<file path="src/rtl/onehot_arbiter_rr.sv">
// rtl/onehot_arbiter_rr.sv - registered one-hot round-robin/fixed arbiter with burst lock and advance handshake
module onehot_arbiter_rr #(
  parameter int W_REQ        = 4,
  parameter bit ROUND_ROBIN  = 1'b1,
  parameter bit HIGHEST_WINS = 1'b0,
  parameter int W_IDX        = (W_REQ > 1) ? $clog2(W_REQ) : 1
) (
  input  logic             clk,
  input  logic             rst_n,
  input  logic [W_REQ-1:0] req,
  input  logic [W_REQ-1:0] lock,
  input  logic             advance,
  output logic [W_REQ-1:0] gnt,
  output logic             gnt_any,
  output logic [W_IDX-1:0] gnt_idx
);

  localparam int              W2      = 2 * W_REQ;
  localparam logic [W_IDX-1:0] LAST    = W_IDX'(W_REQ - 1);
  localparam logic [W_IDX-1:0] PTR_RST = HIGHEST_WINS ? LAST : '0;

  logic [W_REQ-1:0] gnt_q, gnt_d;
  logic             gnt_any_q, gnt_any_d;
  logic [W_IDX-1:0] gnt_idx_q, gnt_idx_d;
  logic [W_IDX-1:0] ptr_q, ptr_d;
  logic [W_IDX-1:0] ptr_rel;
  logic [W_IDX-1:0] pick_ptr;
  logic [W_REQ-1:0] picked;

  // Ascending scan from p: upper copy of req catches the wrap, carry chain finds the first bit.
  function automatic logic [W_REQ-1:0] pick_asc(input logic [W_REQ-1:0] r,
                                                input logic [W_IDX-1:0] p);
    logic [W_REQ-1:0] mask;
    logic [W2-1:0]    dbl;
    logic [W2-1:0]    first;
    mask  = ~((W_REQ'(1) << p) - W_REQ'(1));
    dbl   = {r, r & mask};
    first = dbl & (~dbl + W2'(1));
    return first[W_REQ-1:0] | first[W2-1:W_REQ];
  endfunction

  function automatic logic [W_REQ-1:0] pick(input logic [W_REQ-1:0] r,
                                            input logic [W_IDX-1:0] p);
    logic [W_REQ-1:0] r_rev;
    logic [W_REQ-1:0] hit;
    logic [W_REQ-1:0] res;
    for (int i = 0; i < W_REQ; i++) r_rev[i] = r[W_REQ-1-i];
    if (HIGHEST_WINS) begin
      hit = pick_asc(r_rev, LAST - p);
      for (int i = 0; i < W_REQ; i++) res[i] = hit[W_REQ-1-i];
    end else begin
      res = pick_asc(r, p);
    end
    return res;
  endfunction

  always_comb begin
    ptr_rel = ptr_q;
    if (ROUND_ROBIN) begin
      if (HIGHEST_WINS) ptr_rel = (gnt_idx_q == '0) ? LAST : gnt_idx_q - W_IDX'(1);
      else              ptr_rel = (gnt_idx_q == LAST) ? '0 : gnt_idx_q + W_IDX'(1);
    end
    // On release the new grant is picked from the already-rotated pointer: no bubble.
    pick_ptr = gnt_any_q ? ptr_rel : ptr_q;
    picked   = pick(req, pick_ptr);
  end

  always_comb begin
    gnt_d = gnt_q;
    ptr_d = ptr_q;
    if (!gnt_any_q) begin
      gnt_d = picked;
    end else if (advance) begin
      if (!(lock[gnt_idx_q] && req[gnt_idx_q])) begin
        ptr_d = ptr_rel;
        gnt_d = picked;
      end
    end else if (!req[gnt_idx_q]) begin
      gnt_d = '0;
    end
    gnt_any_d = |gnt_d;
    gnt_idx_d = '0;
    for (int i = 0; i < W_REQ; i++) begin
      if (gnt_d[i]) gnt_idx_d = gnt_idx_d | W_IDX'(i);
    end
  end

  always_ff @(posedge clk or negedge rst_n) begin
    if (!rst_n) begin
      gnt_q     <= '0;
      gnt_any_q <= 1'b0;
      gnt_idx_q <= '0;
      ptr_q     <= PTR_RST;
    end else begin
      gnt_q     <= gnt_d;
      gnt_any_q <= gnt_any_d;
      gnt_idx_q <= gnt_idx_d;
      ptr_q     <= ptr_d;
    end
  end

  assign gnt     = gnt_q;
  assign gnt_any = gnt_any_q;
  assign gnt_idx = gnt_idx_q;

endmodule
</file>
<file path="config.mk">
export PLATFORM = sky130hd
export DESIGN_NAME = onehot_arbiter_rr
export DESIGN_NICKNAME = d
export VERILOG_FILES = /design/src/rtl/onehot_arbiter_rr.sv
export SDC_FILE = /design/constraint.sdc
export NUM_CORES = 1
export LEC_CHECK = 0
export CORE_MARGIN = 4
export CORE_UTILIZATION = 46
export CTS_CLUSTER_SIZE = 8
export DETAILED_ROUTE_END_ITERATION = 8
export MAX_ROUTING_LAYER = met4
export PLACE_DENSITY = 0.87
export SLEW_MARGIN = 20
export SYNTH_ARGS = -nofsm -noshare
export SYNTH_HDL_FRONTEND = slang
export SYNTH_SLANG_ARGS = --single-unit
</file>
<file path="constraint.sdc">
create_clock -name clk -period 2.39 [get_ports clk]
set_input_delay 0.478 -clock clk [delete_from_list [all_inputs] [get_ports clk]]
set_output_delay 0.478 -clock clk [all_outputs]
set_load 0.05 [all_outputs]
</file>
After elaboration in Yosys (flattened, before gate mapping)
Index checks and enable logic that the tools add are counted.

word-level totals
  register bits after elaboration = 9
  output and inout port bits = 7
  word-level logic and storage cells = 32
  memories = 0
  latch bits = 0
  memory bits (read-only) = 0
  bits in writable memories = 0
  bits of input ports = 11

operators by class
  shifts and indexed selects = 1
  $add $sub $neg = 3
  muxes and demuxes = 13
  reduce and logical (&&, ||, !) cells = 3
  equality and inequality tests = 1
  div/mod/pow operators = 0
  order comparisons = 1
  bitwise gates (word level) = 6
  multipliers = 0

operator list
  cell                                                         number
  two-way mux 4 bit                                            4
  adder 8 x 1 -> 8 bit (second input constant)                 1
  AND 8 bit                                                    1
  two-way mux 2 bit                                            4
  NOT 8 bit                                                    1
  AND 4 bit                                                    1
  binary-select mux 1 bit (select 2 bit)                       2
  NOT 4 bit                                                    1
  bitwise OR 4 bit                                             1
  OR reduction 4 bit                                           1
  << shifter 1 x 2 -> 4 bit (first input constant)             1
  subtractor 4 x 2 -> 4 bit (second input constant)            1
  less-than comparator 2 x 3 -> 1 bit (second input constant)  1
  two-way mux 1 bit                                            3
  AND reduction 3 bit                                          1
  adder 2 x 1 -> 2 bit (second input constant)                 1
  == test 2 bit (second input constant)                        1
  logical AND 1 bit                                            1
  NOT 1 bit                                                    1

Longest topological paths before layout
  depth after elaboration = 17
  mapped depth = 7

Worst setup path before layout
Ideal clock, no wire load.

  kind = reg-to-reg
  from = register gnt_idx_q[0] (netlist: gnt_idx[0])
  to = register gnt_any_q (netlist: gnt_any)
  buffers on the path = 0
  path slack = 0.229 ns
  stages on the path, launching flop included = 7
  setup time = 0.082 ns
  data required time = 2.308 ns
  arrival = 2.079 ns
  path through = dfrtp_1 ha_1 or3_1 o22ai_2 nor2_1 o32a_1 a22oi_2

between the ends
  longest elaborated chain between the ends = 15
  elaborated cells between the ends (all ways) = 22
  classes of those cells = add/sub: 3; eq/ne: 1; shift: 1; mux: 10; bitwise: 5; reduce/logical: 2

RTL lines
  item                                                   RTL line  RTL
  start: declaration                                     24        logic [W_IDX-1:0] gnt_idx_q, gnt_idx_d;
  start signal: assignment                               97        gnt_idx_q <= gnt_idx_d;
  adder 2 x 1 -> 2 bit or == test 2 bit (tied branches)  61        else ptr_rel = (gnt_idx_q == LAST) ? '0 : gnt_idx_q + W_IDX'(1);
  two-way mux 2 bit (*)                                  61
  via ptr_rel[1]                                         26        logic [W_IDX-1:0] ptr_rel;
  two-way mux 2 bit (*)                                  64        pick_ptr = gnt_any_q ? ptr_rel : ptr_q;
  << shifter 1 x 2 -> 4 bit (*)                          36        mask = ~((W_REQ'(1) << p) - W_REQ'(1));
  subtractor 4 x 2 -> 4 bit (*)                          36
  NOT 4 bit (*)                                          36
  AND 4 bit (*)                                          37        dbl = {r, r & mask};
  NOT 8 bit                                              38        first = dbl & (~dbl + W2'(1));
  adder 8 x 1 -> 8 bit                                   38
  AND 8 bit (*)                                          38
  bitwise OR 4 bit (*)                                   39        return first[W_REQ-1:0] | first[W2-1:W_REQ];
  two-way mux 4 bit                                      74        if (!(lock[gnt_idx_q] && req[gnt_idx_q])) begin
  two-way mux 4 bit                                      73        end else if (advance) begin
  two-way mux 4 bit (*)                                  71        if (!gnt_any_q) begin
  OR reduction 4 bit (*)                                 81        gnt_any_d = |gnt_d;
  via gnt_any_d                                          23        logic gnt_any_q, gnt_any_d;
  end signal: assignment                                 96        gnt_any_q <= gnt_any_d;
  end: declaration                                       23

Mark *: on every way through the listed nets, which the timed path passes. The rest lies on a longest branch. The select of a mux whose other input is x is not followed.
A chain may end at the register's enable or synchronous reset.

Final worst setup path
  from = register gnt_idx_q[0] (netlist: gnt_idx[0])
  to = output gnt_idx[0]

RTL lines
  item              RTL line  RTL
  end: declaration  15        output logic [W_IDX-1:0] gnt_idx

No word-level cell between the ends.

==> summary.txt <==
status = finished clean
Sw Pwr = 644 uW
Root Driver = clkbuf_4
Final setup viols = 0
unrepaired setup endpoints after global routing = no
Worst Clk Skew = 0.00192 ns
top-area cell type share of the netlist area = 0.336
Max stage delay on crit path = 0.87 ns
Clk pwr share = 0.084
ys async rst share = 1.00
internal power = 662 uW
Final HPWL DP = 1.29 mm
sequential-to-total area share from yosys stat = 0.336
width of the die = 46.1 um
Max-slew headroom = 0.662
H-tree levels = 1
WP depth = 1
final count of hold timing violations = 0
CP max FO = 9
synthesized area = 669 um2
Reg2Reg Depth = 6
deepest clock path buffer count = 2
TritonCTS buffer count = 3
number of synthesized flops with an enable pin = 0
Post-Synthesis Net Count = 85
CP startpoint = gnt_idx[0]
number of synthesized register bits = 9
Post-CTS Hold Buffers = 0
Switching Fraction = 0.493
GRT Overall Usage = 0.194
Slew Viols, Final = 0
Period minus WS final = 2.10 ns
Die Span Y = 46.1 um
CTS tree = built
Data arrival, critical path = 1.62 ns
Routed WL per cell = 15.5 um
YS warnings = 0
slowest CP cell = clkdlybuf4s50_1
r2r setup slk = 0.35 ns
routed vias/inst = 6.20
count leader, synth = dfrtp_1
Post-CTS Repair Setup Buffers = 0
crit-path cells = clkdlybuf4s50_1
Worst-Margin Slew = 0.506 ns
fin area = 883 um2
port bufs = 17
Clock transition at path regs = 0.05 ns
Flop pwr share = 0.238
share of cells above drive strength 1 = 0.163
# rows = 13
Critical Path Sink Type = output pin
reg2reg end = gnt_idx[1]
pwr/cell area = 1480 mW/mm2
largest cells by area after synthesis = dfrtp_1 (34%), mux2i_1 (4.5%), o21ai_0 (4.5%), mux2_2 (3.4%), mux4_2 (3.4%)
vias in the first global route = 638
Distinct cells, synth = 36
Multi-input gate area = 417 um2
Gate Count Post-Synth = 73
Clock Latency Late Sink = 0.25 ns
Filler cells = 119
CP endpoint = gnt_idx[0]
Logic pwr share = 0.678
Hold Path Class = in -> async
Main synth FF type = dfrtp_1
starting density of the core = 0.502
I/O Pins = 18
Layout area overhead = 32.0%
core area = 0.00133 mm2
Routed Antenna Nets = 0
syn avg cell area = 9.17 um2
nets = 105
DRT iter0 DRCs = 17
CP top delay family = buffers and inverters
Routed WL = 1.66 mm
Max rail drop VDD = 856 uV
largest net degree at the start of global routing = 10
RD Place Congestion = 0.886
Leak Pwr = 0.000360 uW
clock sink total = 9
Antenna Cells = 0
reg2reg start = gnt_idx[0]
die area = 0.00213 mm2
first-pass GRT wire length = 2.88 mm
area leader, netlist = dfrtp_1
post_cts resized = 0
initial antenna violation count = 0
# DRC = 0
critical setup path kind = reg -> out
vias = 663
DRT Pass-1 Iters = 4
crit path buf inv count = 1
Setup TNS Final = 0 ns
part of the cycle the worst path needs = 0.879
CP required = 1.91 ns
grt ovf = 0
Area after DPL = 857 um2
CP Launch Type = flip-flop
Post-synth top cells = dfrtp_1 (9), o21ai_0 (6), nand2_1 (5)
FMAX = 476 MHz
MaxCap Viol Count = 0
register area = 225 um2
-- logic make-up (layout without fill, tap and decap cells) --
logic type,after synthesis,after routing,share of synthesized area
adder cells (fa/ha/maj),1,1,0.0187
AND/OR/NAND/NOR,28,28,0.236
buffers and inverters,7,26,0.0411
multiplexers,6,6,0.112
flip-flops,9,9,0.336
AO/OA/AOI/OAI,22,22,0.256
-- flip-flops by register name, summed over array words and instances, names as in the netlist --
| name | flops |
|---|---|
| gnt_any | 1 |
| ptr_q | 2 |
| gnt | 4 |
| gnt_idx | 2 |
-- per-stage QoR --
stage | utilization | setup WS (ns) | power [uW] | hold WS, ns | instances
final | 0.662 | 0.290 | 1310 | 0.514 | 107
after global routing | 0.662 | 0.211 | 1400 | 0.527 | 107
after CTS | 0.662 | 0.274 | 1310 | 0.517 | 107
after detailed placement | 0.643 | 0.204 | 1190 | 0.508 | 103
after global placement | 0.643 | 0.255 | 1170 | 0.514 | 103
after floorplan | - | 0.229 | 933 | 0.182 | 73
-- cell usage in the layout (no fill, tap or decap), types with 2 or more instances in the layout --
master / instances
nor2b_1: 3
mux2i_1: 3
nor3_1: 3
o21ai_0: 6
clkbuf_4: 3
clkdlybuf4s50_1: 17
a31oi_1: 2
nor2_1: 4
nand3_1: 4
dfrtp_1: 9
buf_4: 2
nand2_1: 5
nand3b_1: 2
inv_1: 3
o41ai_1: 2
mux2_2: 2
-- layer usage --
layer / part of all wire / GRT usage
met2: 0.45 / 0.294
met4: 0.012 / 0.0852
met3: 0.073 / 0.0352
met5: 0 / -
met1: 0.47 / 0.252
-- worst min-delay path by stage --
stage          cells past startpoint       end
4_1_cts                            1    gnt[2]
2_1_floorplan                      0    gnt[0]
3_5_place_dp                       2    gnt[0]
5_1_grt                            1    gnt[2]
6_report                           1    gnt[2]
3_3_place_gp                       1  ptr_q[0]
-- layout make-up --
| type | instances | share of cell area |
|---|---|---|
| sequential | 9 | 0.255 |
| multi-input combinational | 57 | 0.472 |
| inverter | 3 | 0.0127 |
| timing repair buffer | 19 | 0.210 |
| tap | 15 | 0.0212 |
| clock buffer | 4 | 0.0297 |
-- power groups by stage --
stage	registers, uW	logic (uW)	clock network, uW
after detailed placement	309	880	0
after CTS	308	884	114
final	310	885	110
after floorplan	461	472	0
after global routing	323	958	124
after global placement	303	871	0
(Power assumes the default switching activity.)
